===== src/rtl/alu_flags_reg_if.sv =====
// Signal bundle between the ALU/control unit and the architectural flags register.
// The flags register connects through the slave modport; the driving side uses master.
interface alu_flags_reg_if #(
  parameter int unsigned WIDTH = 8
);
  // ALU flag capture
  logic             flag_zero_in;
  logic             flag_acarry_in;
  logic             flag_lcarry_in;
  logic             flag_sign_in;
  logic             flag_overflow_in;
  logic             update_en;
  logic [4:0]       update_mask;

  // Data bus save/restore (PUSHF/POPF)
  logic             load_bus;
  logic [WIDTH-1:0] bus_in;
  logic             assert_bus;
  logic [WIDTH-1:0] bus_out;
  logic             bus_en;

  // Interrupt shadow, carry commands, branch condition
  logic             save_shadow;
  logic             restore_shadow;
  logic [1:0]       carry_cmd;
  logic [3:0]       cond_sel;
  logic             cond_true;

  // Live flags
  logic             flag_zero;
  logic             flag_acarry;
  logic             flag_lcarry;
  logic             flag_sign;
  logic             flag_overflow;

  modport master (
    output flag_zero_in, flag_acarry_in, flag_lcarry_in, flag_sign_in, flag_overflow_in,
    output update_en, update_mask, load_bus, bus_in, assert_bus,
    output save_shadow, restore_shadow, carry_cmd, cond_sel,
    input  bus_out, bus_en, cond_true,
    input  flag_zero, flag_acarry, flag_lcarry, flag_sign, flag_overflow
  );

  modport slave (
    input  flag_zero_in, flag_acarry_in, flag_lcarry_in, flag_sign_in, flag_overflow_in,
    input  update_en, update_mask, load_bus, bus_in, assert_bus,
    input  save_shadow, restore_shadow, carry_cmd, cond_sel,
    output bus_out, bus_en, cond_true,
    output flag_zero, flag_acarry, flag_lcarry, flag_sign, flag_overflow
  );
endinterface


===== src/rtl/alu_flags_reg.sv =====
// Architectural flags register: captures ALU flags, feeds carry back to the ALU,
// supports PUSHF/POPF over the data bus, an interrupt shadow copy and branch conditions.
module alu_flags_reg #(
  parameter int unsigned WIDTH = 8
) (
  input  logic           clk,
  input  logic           reset_n,
  alu_flags_reg_if.slave fb
);

  // Flag bit positions within the 5-bit register: {O,S,LC,AC,Z}
  localparam int unsigned F_Z  = 0;
  localparam int unsigned F_AC = 1;
  localparam int unsigned F_LC = 2;
  localparam int unsigned F_S  = 3;
  localparam int unsigned F_O  = 4;

  typedef enum logic [1:0] {
    CARRY_NONE  = 2'b00,
    CARRY_CLEAR = 2'b01,
    CARRY_SET   = 2'b10,
    CARRY_CPL   = 2'b11
  } carry_cmd_e;

  typedef enum logic [3:0] {
    COND_ALWAYS = 4'h0,
    COND_Z      = 4'h1,
    COND_NZ     = 4'h2,
    COND_AC     = 4'h3,
    COND_NAC    = 4'h4,
    COND_S      = 4'h5,
    COND_NS     = 4'h6,
    COND_O      = 4'h7,
    COND_NO     = 4'h8,
    COND_LC     = 4'h9,
    COND_NLC    = 4'hA,
    COND_LT     = 4'hB,
    COND_GE     = 4'hC,
    COND_LE     = 4'hD,
    COND_GT     = 4'hE,
    COND_NEVER  = 4'hF
  } cond_e;

  logic [4:0]       live_q;
  logic [4:0]       live_d;
  logic [4:0]       shadow_q;
  logic [4:0]       shadow_d;
  logic [4:0]       alu_flags;
  logic [WIDTH-1:0] bus_word;
  logic             signed_lt;
  logic             unused_bus_hi;

  assign alu_flags = {fb.flag_overflow_in, fb.flag_sign_in, fb.flag_lcarry_in,
                      fb.flag_acarry_in, fb.flag_zero_in};

  // Only bus_in[4:0] is architecturally meaningful; upper bits are ignored.
  assign unused_bus_hi = ^fb.bus_in;

  // Single-writer priority: bus load, then shadow restore, then ALU update, then carry command.
  always_comb begin
    live_d = live_q;
    if (fb.load_bus) begin
      live_d = fb.bus_in[4:0];
    end else if (fb.restore_shadow) begin
      live_d = shadow_q;
    end else if (fb.update_en) begin
      live_d = (live_q & ~fb.update_mask) | (alu_flags & fb.update_mask);
    end else begin
      unique case (carry_cmd_e'(fb.carry_cmd))
        CARRY_NONE:  live_d[F_AC] = live_q[F_AC];
        CARRY_CLEAR: live_d[F_AC] = 1'b0;
        CARRY_SET:   live_d[F_AC] = 1'b1;
        CARRY_CPL:   live_d[F_AC] = ~live_q[F_AC];
        default:     live_d[F_AC] = live_q[F_AC];
      endcase
    end
  end

  // Shadow always samples the pre-edge live value, so save+restore swaps the two.
  always_comb begin
    shadow_d = shadow_q;
    if (fb.save_shadow) begin
      shadow_d = live_q;
    end
  end

  always_ff @(posedge clk or negedge reset_n) begin
    if (!reset_n) begin
      live_q   <= '0;
      shadow_q <= '0;
    end else begin
      live_q   <= live_d;
      shadow_q <= shadow_d;
    end
  end

  always_comb begin
    bus_word      = '0;
    bus_word[4:0] = live_q;
  end

  assign fb.bus_out = fb.assert_bus ? bus_word : '0;
  assign fb.bus_en  = fb.assert_bus;

  assign fb.flag_zero     = live_q[F_Z];
  assign fb.flag_acarry   = live_q[F_AC];
  assign fb.flag_lcarry   = live_q[F_LC];
  assign fb.flag_sign     = live_q[F_S];
  assign fb.flag_overflow = live_q[F_O];

  assign signed_lt = live_q[F_S] ^ live_q[F_O];

  always_comb begin
    fb.cond_true = 1'b0;
    unique case (cond_e'(fb.cond_sel))
      COND_ALWAYS: fb.cond_true = 1'b1;
      COND_Z:      fb.cond_true = live_q[F_Z];
      COND_NZ:     fb.cond_true = ~live_q[F_Z];
      COND_AC:     fb.cond_true = live_q[F_AC];
      COND_NAC:    fb.cond_true = ~live_q[F_AC];
      COND_S:      fb.cond_true = live_q[F_S];
      COND_NS:     fb.cond_true = ~live_q[F_S];
      COND_O:      fb.cond_true = live_q[F_O];
      COND_NO:     fb.cond_true = ~live_q[F_O];
      COND_LC:     fb.cond_true = live_q[F_LC];
      COND_NLC:    fb.cond_true = ~live_q[F_LC];
      COND_LT:     fb.cond_true = signed_lt;
      COND_GE:     fb.cond_true = ~signed_lt;
      COND_LE:     fb.cond_true = live_q[F_Z] | signed_lt;
      COND_GT:     fb.cond_true = ~live_q[F_Z] & ~signed_lt;
      COND_NEVER:  fb.cond_true = 1'b0;
      default:     fb.cond_true = 1'b0;
    endcase
  end

endmodule


===== src/flat_wrapper.sv =====
// flat-port wrapper written by rule: the top's interface ports become plain ports
module alu_flags_reg_flat 
#(
  parameter int unsigned WIDTH = 8
)
  (clk, reset_n, fb_flag_zero_in, fb_flag_acarry_in, fb_flag_lcarry_in, fb_flag_sign_in, fb_flag_overflow_in, fb_update_en, fb_update_mask, fb_load_bus, fb_bus_in, fb_assert_bus, fb_save_shadow, fb_restore_shadow, fb_carry_cmd, fb_cond_sel, fb_bus_out, fb_bus_en, fb_cond_true, fb_flag_zero, fb_flag_acarry, fb_flag_lcarry, fb_flag_sign, fb_flag_overflow);
  alu_flags_reg_if #(.WIDTH(WIDTH)) fb_i ();
  input  logic clk;
  input  logic reset_n;
  input wire logic [$bits(fb_i.flag_zero_in)-1:0] fb_flag_zero_in;
  input wire logic [$bits(fb_i.flag_acarry_in)-1:0] fb_flag_acarry_in;
  input wire logic [$bits(fb_i.flag_lcarry_in)-1:0] fb_flag_lcarry_in;
  input wire logic [$bits(fb_i.flag_sign_in)-1:0] fb_flag_sign_in;
  input wire logic [$bits(fb_i.flag_overflow_in)-1:0] fb_flag_overflow_in;
  input wire logic [$bits(fb_i.update_en)-1:0] fb_update_en;
  input wire logic [$bits(fb_i.update_mask)-1:0] fb_update_mask;
  input wire logic [$bits(fb_i.load_bus)-1:0] fb_load_bus;
  input wire logic [$bits(fb_i.bus_in)-1:0] fb_bus_in;
  input wire logic [$bits(fb_i.assert_bus)-1:0] fb_assert_bus;
  input wire logic [$bits(fb_i.save_shadow)-1:0] fb_save_shadow;
  input wire logic [$bits(fb_i.restore_shadow)-1:0] fb_restore_shadow;
  input wire logic [$bits(fb_i.carry_cmd)-1:0] fb_carry_cmd;
  input wire logic [$bits(fb_i.cond_sel)-1:0] fb_cond_sel;
  output wire logic [$bits(fb_i.bus_out)-1:0] fb_bus_out;
  output wire logic [$bits(fb_i.bus_en)-1:0] fb_bus_en;
  output wire logic [$bits(fb_i.cond_true)-1:0] fb_cond_true;
  output wire logic [$bits(fb_i.flag_zero)-1:0] fb_flag_zero;
  output wire logic [$bits(fb_i.flag_acarry)-1:0] fb_flag_acarry;
  output wire logic [$bits(fb_i.flag_lcarry)-1:0] fb_flag_lcarry;
  output wire logic [$bits(fb_i.flag_sign)-1:0] fb_flag_sign;
  output wire logic [$bits(fb_i.flag_overflow)-1:0] fb_flag_overflow;
  assign fb_i.flag_zero_in = fb_flag_zero_in;
  assign fb_i.flag_acarry_in = fb_flag_acarry_in;
  assign fb_i.flag_lcarry_in = fb_flag_lcarry_in;
  assign fb_i.flag_sign_in = fb_flag_sign_in;
  assign fb_i.flag_overflow_in = fb_flag_overflow_in;
  assign fb_i.update_en = fb_update_en;
  assign fb_i.update_mask = fb_update_mask;
  assign fb_i.load_bus = fb_load_bus;
  assign fb_i.bus_in = fb_bus_in;
  assign fb_i.assert_bus = fb_assert_bus;
  assign fb_i.save_shadow = fb_save_shadow;
  assign fb_i.restore_shadow = fb_restore_shadow;
  assign fb_i.carry_cmd = fb_carry_cmd;
  assign fb_i.cond_sel = fb_cond_sel;
  assign fb_bus_out = fb_i.bus_out;
  assign fb_bus_en = fb_i.bus_en;
  assign fb_cond_true = fb_i.cond_true;
  assign fb_flag_zero = fb_i.flag_zero;
  assign fb_flag_acarry = fb_i.flag_acarry;
  assign fb_flag_lcarry = fb_i.flag_lcarry;
  assign fb_flag_sign = fb_i.flag_sign;
  assign fb_flag_overflow = fb_i.flag_overflow;
  alu_flags_reg #(.WIDTH(WIDTH)) u_core (.clk(clk), .reset_n(reset_n), .fb(fb_i));
endmodule

===== config.mk =====
export PLATFORM = sky130hd
export DESIGN_NAME = alu_flags_reg_flat
export DESIGN_NICKNAME = d
export VERILOG_FILES = /design/src/rtl/alu_flags_reg_if.sv /design/src/rtl/alu_flags_reg.sv /design/src/flat_wrapper.sv
export SDC_FILE = /design/constraint.sdc
export NUM_CORES = 1
export LEC_CHECK = 0
export ABC_AREA = 1
export CAP_MARGIN = 10
export CORE_MARGIN = 2
export CORE_UTILIZATION = 34
export DETAILED_ROUTE_END_ITERATION = 16
export PLACE_DENSITY_LB_ADDON = 0.1
export SYNTH_ARGS = -nofsm -noshare
export SYNTH_HDL_FRONTEND = slang
export SYNTH_SLANG_ARGS = --single-unit
export TNS_END_PERCENT = 30

===== constraint.sdc =====
create_clock -name clk -period 1.1 [get_ports clk]
set_input_delay 0.275 -clock clk [delete_from_list [all_inputs] [get_ports clk]]
set_output_delay 0.275 -clock clk [all_outputs]
set_load 0.02 [all_outputs]

==> run summary, run 1 <==
Synthesis inferred 10 register bits. The post-detailed-placement half-perimeter wirelength came out at 2090 um. The number of placed instances, taps included, is 227.

The top cell types in the final layout, fill and taps aside, are nand2_1 (34), inv_1 (20), clkdlybuf4s50_1 (20), buf_4 (20), nand3_1 (19). The maximum level of the CTS H-tree was 1. The detailed router put a total of 1040 um of wire on met1. Routability congestion estimate from global placement: 0.840.

The critical path start-end classification is flop to output port. In this run the deepest clock path goes through 2 buffers. During placement, the flow inserted port buffers numbering 39.

Dividing the detail-routed wire length by the instance count gives 11.0 um. The cell count after synthesis came out at 142. For this block, the initial DRC count from the detailed router was 35.

Final worst hold slack: 300 ps. The count of yosys warnings during synthesis was 0; the initial standard-cell utilization of the core was 0.349. Based on the critical path, the design can be clocked at up to 596 MHz.

TritonCTS created 3 clock buffers. The floorplan step set the die width to 53.7 um. Setup repair after global routing could not meet its margin everywhere. The logs give 0.278 ps for the largest clock skew in the final design and 0 for the antenna diode instance count. The total overflow left after global routing is 0. The number of hold violations in the final report is 0, and the wire length on met3 is 147 um.

The final reports fail on negative setup slack. The tool flagged a number of max-cap violations equal to 0. The period utilization came out at 1.52. Sequential area share after synthesis: 0.298. The commonest non-fill, non-tap cell in the layout is nand2_1.

The cell area power density is 968 nW/um^2, and the final setup violation count is 12. Row generation in the floorplan step produced 18 rows. Critical path launch point type: a flop. The logs give 0.500 mW for the net switching power of the design and 237 for the number of non-filler instances in the completed layout.

Of all nets on the critical path, the largest fanout is 5. The tools report the arrival time reported for the critical path endpoint as 1400 ps. Entering global routing, the biggest net connects 11 pins. The total wire length came out at 2610 um. The clock net sink count was 10. The peak ir drop on the vdd network came out at 0.000727 V. The type of element capturing the critical path is an output port. Counting distinct cell types in the post-synthesis netlist gives 18.

For the number of global-route vias before repair, the log shows 1029. In the synthesized netlist the dominant register cell turns out to be dfrtp_1. The total die area was 2890 um^2; the layout-stage area growth over the synthesis result was 83.3%. The tools report the root buffer cell as clkbuf_4. The fraction of final layout cells sized beyond drive strength 1 came out at 0.329. The routed layout has 1129 vias.

The share of total power consumed by net switching was 0.335. The clock-pin transition on the worst setup and hold timing paths is 70 ps. The final-stage net count is 239, and the number of flops mapped to enable cells by yosys is 0. The detailed-routed wire length on met2 came out at 1370 um. The run gives -577 ps as the final critical-path setup slack. The register share of total power was 0.308; the vertical extent of the die was 53.7 um. Hold repair after CTS inserted 0 buffers. Pin placement for this block handled 46 I/O pins.

The initial antenna violation count came out at 0. The first global-routing pass estimated 4080 um of wire. The proportion of power drawn by combinational gates is 0.474, and the total global routing track utilization is 0.193. The first detailed-routing pass ran for 4 iterations. For the worst setup path, the data required time is 820 ps. The share of power burned in the clock network was 0.218. The min-delay analysis places its worst path in the category input port to asynchronous set/reset pin. After synthesis, the mean cell area works out to 5.92 um^2. TritonCTS built the clock tree.

The minimum clock period after layout is 1680 ps, and the internal cell power is 0.993 mW. The share of synthesized registers carrying an async set or reset is 1.00, and the DRC violation count after routing is 0. The top layer reached by signal wires is met4. The source-to-sink clock delay at the later pin of the worst-skew pair is 260 ps, and the max-slew violation total from the final report is 0.

In this run the standard cell core region covers 2410 um^2. The mapped netlist covers 841 um^2. The via-per-instance ratio works out to 4.76. The flow ran to the end, but the final reports show violations. The post-route total power was 1.49 mW; the number of nets still failing antenna checks after routing was 0. The run gives 0.811 nW as the leakage component of the power.
-- stage by stage --
stage	setup WS [ps]	util	instance area (um^2)	TNS, ps
2_1_floorplan	-194	-	858	-194
3_3_place_gp	-1150	0.579	1400	-9000
3_5_place_dp	-1190	0.579	1400	-9120
4_1_cts	-557	0.615	1480	-2520
5_1_grt	-675	0.640	1540	-3690
6_report	-577	0.640	1540	-2970
-- timing repair --
action	in CTS	in global routing
endpoints found under the setup margin	17	15
pin swaps	6	4
resized for setup	85	12
setup buffers	3	3
-- layout make-up --
| type | instances | area, um^2 |
|---|---|---|
| fill | 222 | 868 |
| timing repair buffer | 64 | 606 |
| multi-input combinational | 103 | 507 |
| sequential | 10 | 255 |
| inverter | 26 | 100 |
| tap | 30 | 37.5 |
| clock buffer | 4 | 36.3 |
-- kinds of logic after synthesis --
logic type | share of synthesized area
and+or+nand+nor | 0.427
DFF | 0.298
other | 0.00446
buffers and inverters | 0.156
AOI/OAI and AO/OA | 0.115
-- power by group through the flow --
stage | Sequential (mW) | Combinational (mW) | Clock, mW
floorplan | 0.491 | 0.234 | 0
global placement | 0.459 | 0.605 | 0
detailed placement | 0.457 | 0.616 | 0
CTS | 0.455 | 0.660 | 0.334
global route | 0.465 | 0.772 | 0.354
finish | 0.460 | 0.707 | 0.325
-- synthesized netlist by cell type (2+ instances only) --
cell type  count  area, um^2
a21oi_1        3        15.0
buf_4          4        30.0
dfrtp_1       10         250
inv_1         22        82.6
inv_2          4        15.0
nand2_1       40         150
nand3_1       23         115
nand4_1        2        12.5
nor2_1        14        52.6
nor2_2         3        18.8
o21ai_0        8        40.0
o22ai_1        3        18.8
-- path summary, 6_finish.rpt --
| kind | slack, ps | depth (start not counted) | endpoint | from |
|---|---|---|---|---|
| max | -580 | 8 | fb_cond_true | flop |
| min | 300 | 2 | u_core.shadow_q[4] | reset_n |
| max reg2reg | -10 | 5 | flop | flop |
| min reg2reg | 530 | 2 | u_core.shadow_q[3] | u_core.shadow_q[3] |
| max in group asynchronous | 640 | 2 | asynchronous set/reset pin | reset_n |
| min in group clk | 530 | 2 | u_core.shadow_q[3] | u_core.shadow_q[3] |
-- worst max-delay path, cell delays in order, from the launching register on --
cell and delay (ps):
dfrtp_2 410, inv_2 80, nand2_2 70, nand3_2 70
nand2_1 90, nand3_2 90, nor2_2 120, nand3_2 70
buf_6 130
-- per-layer routing --
layer / up-vias / GRT usage
li1: 578 / -
met1: 500 / 0.215
met2: 45 / 0.362
met3: 6 / 0.0278
met4: 0 / 0.0726
met5: - / 0
(Power assumes the default switching activity.)
==> run 2, diff against run 1 <==
--- a/config.mk
+++ b/config.mk
@@ -8,7 +8,8 @@
 export ABC_AREA = 1
 export CAP_MARGIN = 10
 export CORE_MARGIN = 2
-export CORE_UTILIZATION = 34
+export CORE_UTILIZATION = 36
+export CTS_BUF_LIST = sky130_fd_sc_hd__clkbuf_8
 export DETAILED_ROUTE_END_ITERATION = 16
 export PLACE_DENSITY_LB_ADDON = 0.1
 export SYNTH_ARGS = -nofsm -noshare
==> run 2 against run 1 <==
Net effect:
- the run still ends with negative setup slack left
- global-route usage up 3.2 points
- setup slack better by 45 ps
- final cell count down 3.4%
- first-iteration DRC count down 40%
- sequential share of layout area up 0.58 points
- core utilization up 3.3 points
- sequential power up 1%
- final area down 3.4%
- clock power up 13%
- power about the same
- non-clock buffer count down 5
- combinational power down 6.8%
- critical path type unchanged
==> run summary, run 2 (synthesis gave the netlist of run 1 again) <==
The tree is rooted in a clkbuf_8. On the final layout, the worst clock skew is 4.76 ps. The number of buffers added to fix hold violations after cts was 0; the setup TNS after final layout was -2090 ps.

The arrival time reported for the critical path endpoint came out at 1360 ps. The layout-stage area growth over the synthesis result was 77.1%; the count of maximum capacitance violations was 0. The die is 52.3 um wide. The critical path is of the flop to output port type.

In this run the remaining antenna-violating nets after routing total 0. In the final design database the tool counted 234 nets. The run gives 2720 um as the total wire length. Leaving out fill and tap cells, the most frequent cell in the layout is nand2_1. The post-detailed-placement half-perimeter wirelength came out at 2150 um. Detailed routing inserted a total of 1094 vias. The top cell types in the final layout, fill and taps aside, are nand2_1 (34), inv_1 (20), nand3_1 (19). No sink is reached through more buffers than the 2 on the longest clock path. Traced cell by cell, the critical path runs through inv_2 > nand2_1 > nand2_2 > nand3_1 > nand3_2 > nor2_2 > nand3_2 > buf_6.

With fillers left out, the area of the finished cells amounts to 1490 um^2. The type of element capturing the critical path was an output port. The final critical-path setup slack was -532 ps. On the critical path, the stage with the largest delay is an instance of dfrtp_2. The tools report the fill cell instance count of the final layout as 208. Excluding fillers, the count of instances in the completed layout stands at 229. The detailed router finished its first iteration with 21 violations.

The tools report the initial standard-cell utilization of the core as 0.380. The flow ran to the end, but the final reports show violations. The number of buffers and inverters on the critical path was 2; the total die area was 2740 um^2. Worst min-delay path class: input port to asynchronous set/reset pin. For the number of global-route vias before repair, the log shows 1104.

The maximum fanout count along the critical path is 5, and the worst reg2reg path depth is 7. Setup violations remaining at the end of the flow were counted as 11. The global-route congestion overflow total came out at 0.

After detailed routing, the number of remaining DRC violations is 0. The total global routing track utilization came out at 0.225. The core region is 2210 um^2. Cell area power density: 1000 nW/um^2. The largest net degree at the start of global routing came out at 11. The initial antenna violation count came out at 0. For the required time reported for the critical path endpoint, the log shows 820 ps.

The clock net in this run drives a total of 10 sinks. Before antenna repair, the detailed router went through 4 iterations. The leakage component of the power was 0.801 nW. Setup repair after global routing could not meet its margin everywhere. Overall power consumption after layout is estimated at 1.49 mW. Pin placement for this block handled 46 I/O pins.

The first global-routing pass estimated 4600 um of wire. The number of clock buffers added by TritonCTS is 3. After layout, the minimum clock period comes to 1630 ps. Across the VDD grid, the largest voltage drop is 0.000764 V. TritonCTS built the clock tree. The maximum level of the CTS H-tree is 1.

The number of port buffers was 39; the number of hold violations in the final report was 0. The average wire per standard cell was 11.9 um; the site row count was 17. The highest attainable clock frequency was 613 MHz. 0 antenna diodes ended up in the layout. The largest single stage delay on the critical path is 420 ps.

The critical path depth in cells is 8. The critical path launch point type is a flop. Once placement completed, the tool counted placed cells totaling 224. The congestion estimate from routability-driven global placement came to 0.887. The final worst hold slack was 331 ps. The final reports fail on negative setup slack. Most used cell along the critical path: nand3_2. The fraction of final layout cells sized beyond drive strength 1 is 0.308, and the via-per-instance ratio is 4.78.

After detailed placement, the total cell area comes to 1390 um^2. The family with the most delay on the worst path was simple AND/OR/NAND/NOR gates. The die is 52.3 um tall. The clock reaches the later pin of the worst-skew pair after 230 ps. After clock tree synthesis, the clock-pin slew on the worst setup and hold paths is 50 ps. The max-slew violation total from the final report is 0, and the period utilization is 1.48.
[run 2: changes by cell type in the layout (fill, tap and decap cells not counted), moves of 2 or more]
cell | previous run | this run
clkbuf_4 | 3 | 0
buf_6 | 16 | 12
clkdlybuf4s15_2 | 2 | 0
clkdlybuf4s50_1 | 20 | 18
dlymetal6s2s_1 | 0 | 2
clkbuf_8 | 1 | 3
buf_2 | 0 | 3
buf_4 | 20 | 17
[run 2: path summary, 6_finish.rpt]
path | from | to | slack, ps
hold reg to reg | u_core.shadow_q[4] | u_core.shadow_q[4] | 530
hold / removal | reset_n | u_core.shadow_q[4] | 330
max in group asynchronous | reset_n | asynchronous set/reset pin | 600
setup reg to reg | flop | flop | 10
setup / recovery | flop | fb_cond_true | -530
min in group clk | fb_save_shadow | u_core.shadow_q[2] | 480
[run 2: area by class of cell]
| type | instances | area, um^2 | share of cell area |
|---|---|---|---|
| clock buffers | 3 | 41.3 | 0.0277 |
| inverters | 26 | 97.6 | 0.0655 |
| multi-input cells | 103 | 514 | 0.345 |
| flip-flops and latches | 10 | 255 | 0.171 |
| well taps | 28 | 35.0 | 0.0235 |
| repair buffers | 59 | 546 | 0.366 |
[run 2: timing repair]
item | CTS | global route
pin swaps | 1 | 4
buffers inserted | 1 | 3
setup endpoints to repair | 17 | 19
resized for setup | 74 | 22
[run 2: metrics by stage]
step / worst slack (ps) / utilization
2_1_floorplan: -194 / -
3_3_place_gp: -1170 / 0.626
3_5_place_dp: -1230 / 0.626
4_1_cts: -539 / 0.644
5_1_grt: -622 / 0.673
6_report: -532 / 0.673
[run 2: report_power, final]
group	leakage (nW)	switching [mW]	internal, mW
registers	0.113	0.0448	0.420
clock network	0.0216	0.129	0.238
logic	0.666	0.328	0.331
[run 2: layer usage]
layer,track usage,share of wire,vias up
met3,0.0257,0.050,4
li1,-,-,564
met1,0.268,0.42,482
met4,0.0726,0.0070,0
met2,0.413,0.52,44
met5,0,0,-
==> run 3, diff against run 2 <==
--- a/config.mk
+++ b/config.mk
@@ -6,7 +6,6 @@
 export NUM_CORES = 1
 export LEC_CHECK = 0
 export ABC_AREA = 1
-export CAP_MARGIN = 10
 export CORE_MARGIN = 2
 export CORE_UTILIZATION = 36
 export CTS_BUF_LIST = sky130_fd_sc_hd__clkbuf_8
==> results of run 3 <==
The final DEF is identical to that of run 2; final timing and power are the same.
==> patch (flow settings as in run 3) <==
`WIDTH` is set to 8 in 3 places; all go to 6.
--- a/src/rtl/alu_flags_reg_if.sv
+++ b/src/rtl/alu_flags_reg_if.sv
@@ -2,5 +2,5 @@
 // The flags register connects through the slave modport; the driving side uses master.
 interface alu_flags_reg_if #(
-  parameter int unsigned WIDTH = 8
+  parameter int unsigned WIDTH = 6
 );
   // ALU flag capture
--- a/src/rtl/alu_flags_reg.sv
+++ b/src/rtl/alu_flags_reg.sv
@@ -2,5 +2,5 @@
 // supports PUSHF/POPF over the data bus, an interrupt shadow copy and branch conditions.
 module alu_flags_reg #(
-  parameter int unsigned WIDTH = 8
+  parameter int unsigned WIDTH = 6
 ) (
   input  logic           clk,
--- a/src/flat_wrapper.sv
+++ b/src/flat_wrapper.sv
@@ -2,5 +2,5 @@
 module alu_flags_reg_flat 
 #(
-  parameter int unsigned WIDTH = 8
+  parameter int unsigned WIDTH = 6
 )
   (clk, reset_n, fb_flag_zero_in, fb_flag_acarry_in, fb_flag_lcarry_in, fb_flag_sign_in, fb_flag_overflow_in, fb_update_en, fb_update_mask, fb_load_bus, fb_bus_in, fb_assert_bus, fb_save_shadow, fb_restore_shadow, fb_carry_cmd, fb_cond_sel, fb_bus_out, fb_bus_en, fb_cond_true, fb_flag_zero, fb_flag_acarry, fb_flag_lcarry, fb_flag_sign, fb_flag_overflow);
Interface: changed (resized fb_bus_in and fb_bus_out); port bits go from 46 to 42. No check against the original RTL was run, so the function may have changed too.
==> patch against run 3 <==
- the run still ends with negative setup slack left
- clock skew decreased by 0.0044 ns
- total power down 1.2%
- final area down 1.0%
- worst setup slack gained 0.022 ns
- sequential cell count unchanged
- synthesized area decreased by 1.8%
- routed wire length down 8.1%
- critical path type unchanged
==> patch: results (changes against run 3) <==
- The wire length of the first global-routing pass was 3.939 mm (was 4.602 mm).
- The via density per instance was 4.803 (was 4.777).
- The number of fill cells in the layout is 205 (was 208).
- The leakage component of the power is 0.7884 nW (was 0.8014 nW).
- Top cells by area, synth: dfrtp_1 (30%), nand2_1 (18%), nand3_1 (14%), inv_1 (10%), nor2_1 (6.4%) (was dfrtp_1 (30%), nand2_1 (18%), nand3_1 (14%), inv_1 (9.8%), nor2_1 (6.3%)).
- The post-layout net count is 232 (was 234).
- Status: finished, violations left (unchanged).
- The largest vdd supply drop is 1.159 mV (was 0.7640 mV).
- The half-perimeter wire length of the detailed placement result is 1.997 mm (was 2.146 mm).
- The mean instance size in the synthesized netlist is 5.899 sq um (was 5.921 sq um).
- The cell family contributing the most delay on the critical path is simple AND/OR/NAND/NOR gates (unchanged).
- Violated checks: negative setup slack (unchanged).
- The critical path arrival is 1.34 ns (was 1.36 ns).
- The part of the Yosys area used for sequential elements was 30.30% (was 29.76%).
- The setup slack after layout is -0.5109 ns (was -0.5324 ns).
- The detailed router's first-iteration violation count was 20 (was 21).
- The worst setup skew after layout came to 0.0003679 ns (was 0.004764 ns).
- The unique cell type count in the Yosys netlist was 18 (unchanged).
- The total global-route track usage is 19.36% (was 22.47%).
- The routed wire length is 2.496 mm (was 2.717 mm).
- The placed instance count was 223 (was 224).
- The total vias in the final route is 1,100 (was 1,094).
- The share of cells above drive strength 1 is 32.34% (was 30.85%).
- The switching part of the total is 32.66% (was 33.67%).
- The global placement routability congestion is 0.8485 (was 0.8870).
- The setup TNS is -2.139 ns (was -2.088 ns).
- The via count of the first global-routing pass is 1,031 (was 1,104).
- The setup slack of the worst register-to-register path is 0.14 ns (was 0.01 ns).
- The number of setup violations in the final report is 11 (unchanged).
- The count of cells along the worst register-to-register path is 4 (was 7).
[patch: cells by family (layout without fill, tap and decap cells)]
logic type / Yosys count / count (layout) / share of synthesized area [%]
DFF: 10 / 10 / 30.30
other: 1 / 1 / 0.4541
AOI/OAI and AO/OA: 17 / 17 / 11.67
and+or+nand+nor: 83 / 83 / 43.48
buffers and inverters: 29 / 90 / 14.09
[patch: power groups by stage]
stage | combinational (mW) | sequential [mW] | clock (mW)
2_1_floorplan | 0.223 | 0.491 | 0
3_5_place_dp | 0.604 | 0.459 | 0
3_3_place_gp | 0.594 | 0.459 | 0
4_1_cts | 0.630 | 0.456 | 0.361
5_1_grt | 0.713 | 0.468 | 0.382
6_report | 0.654 | 0.462 | 0.357
[patch: how the worst min path moves through the flow]
stage / slack, ns / end / from
finish: 0.33 / u_core.shadow_q[4] / reset_n
global route: 0.37 / u_core.shadow_q[0] / reset_n
CTS: 0.33 / u_core.shadow_q[4] / reset_n
detailed placement: 0.52 / u_core.shadow_q[0] / u_core.shadow_q[0]
global placement: 0.52 / u_core.shadow_q[2] / u_core.shadow_q[2]
floorplan: -0.02 / asynchronous set/reset pin / reset_n
[patch: layout make-up]
type | instances | area [sq um] | area share, %
multi-input cells | 101 | 494.2 | 33.53
flip-flops and latches | 10 | 255.2 | 17.32
well taps | 28 | 35.03 | 2.377
repair buffers | 61 | 545.5 | 37.01
inverters | 26 | 102.6 | 6.961
clock buffers | 3 | 41.29 | 2.801
[patch: metal layers]
| metal | up-vias | share of wire [%] | GRT usage (%) |
|---|---|---|---|
| met2 | 35 | 52 | 34.60 |
| met1 | 489 | 41 | 21.58 |
| met3 | 6 | 4.7 | 2.874 |
| li1 | 570 | - | - |
| met4 | 0 | 2.0 | 10.96 |
| met5 | - | 0 | 0 |
[patch: worst reg2reg max path: cells and delay by family, from the launching register on]
kind,cells,cell delay [ns]
flops,1,0.42
buf+inv,3,0.31
compound gates,1,0.14
[patch: repair_timing]
action,in CTS,in global routing
buffers inserted,3,1
endpoints found under the hold margin,0,0
gates resized for setup,75,17
pin swaps,2,3
setup endpoints to repair,17,13
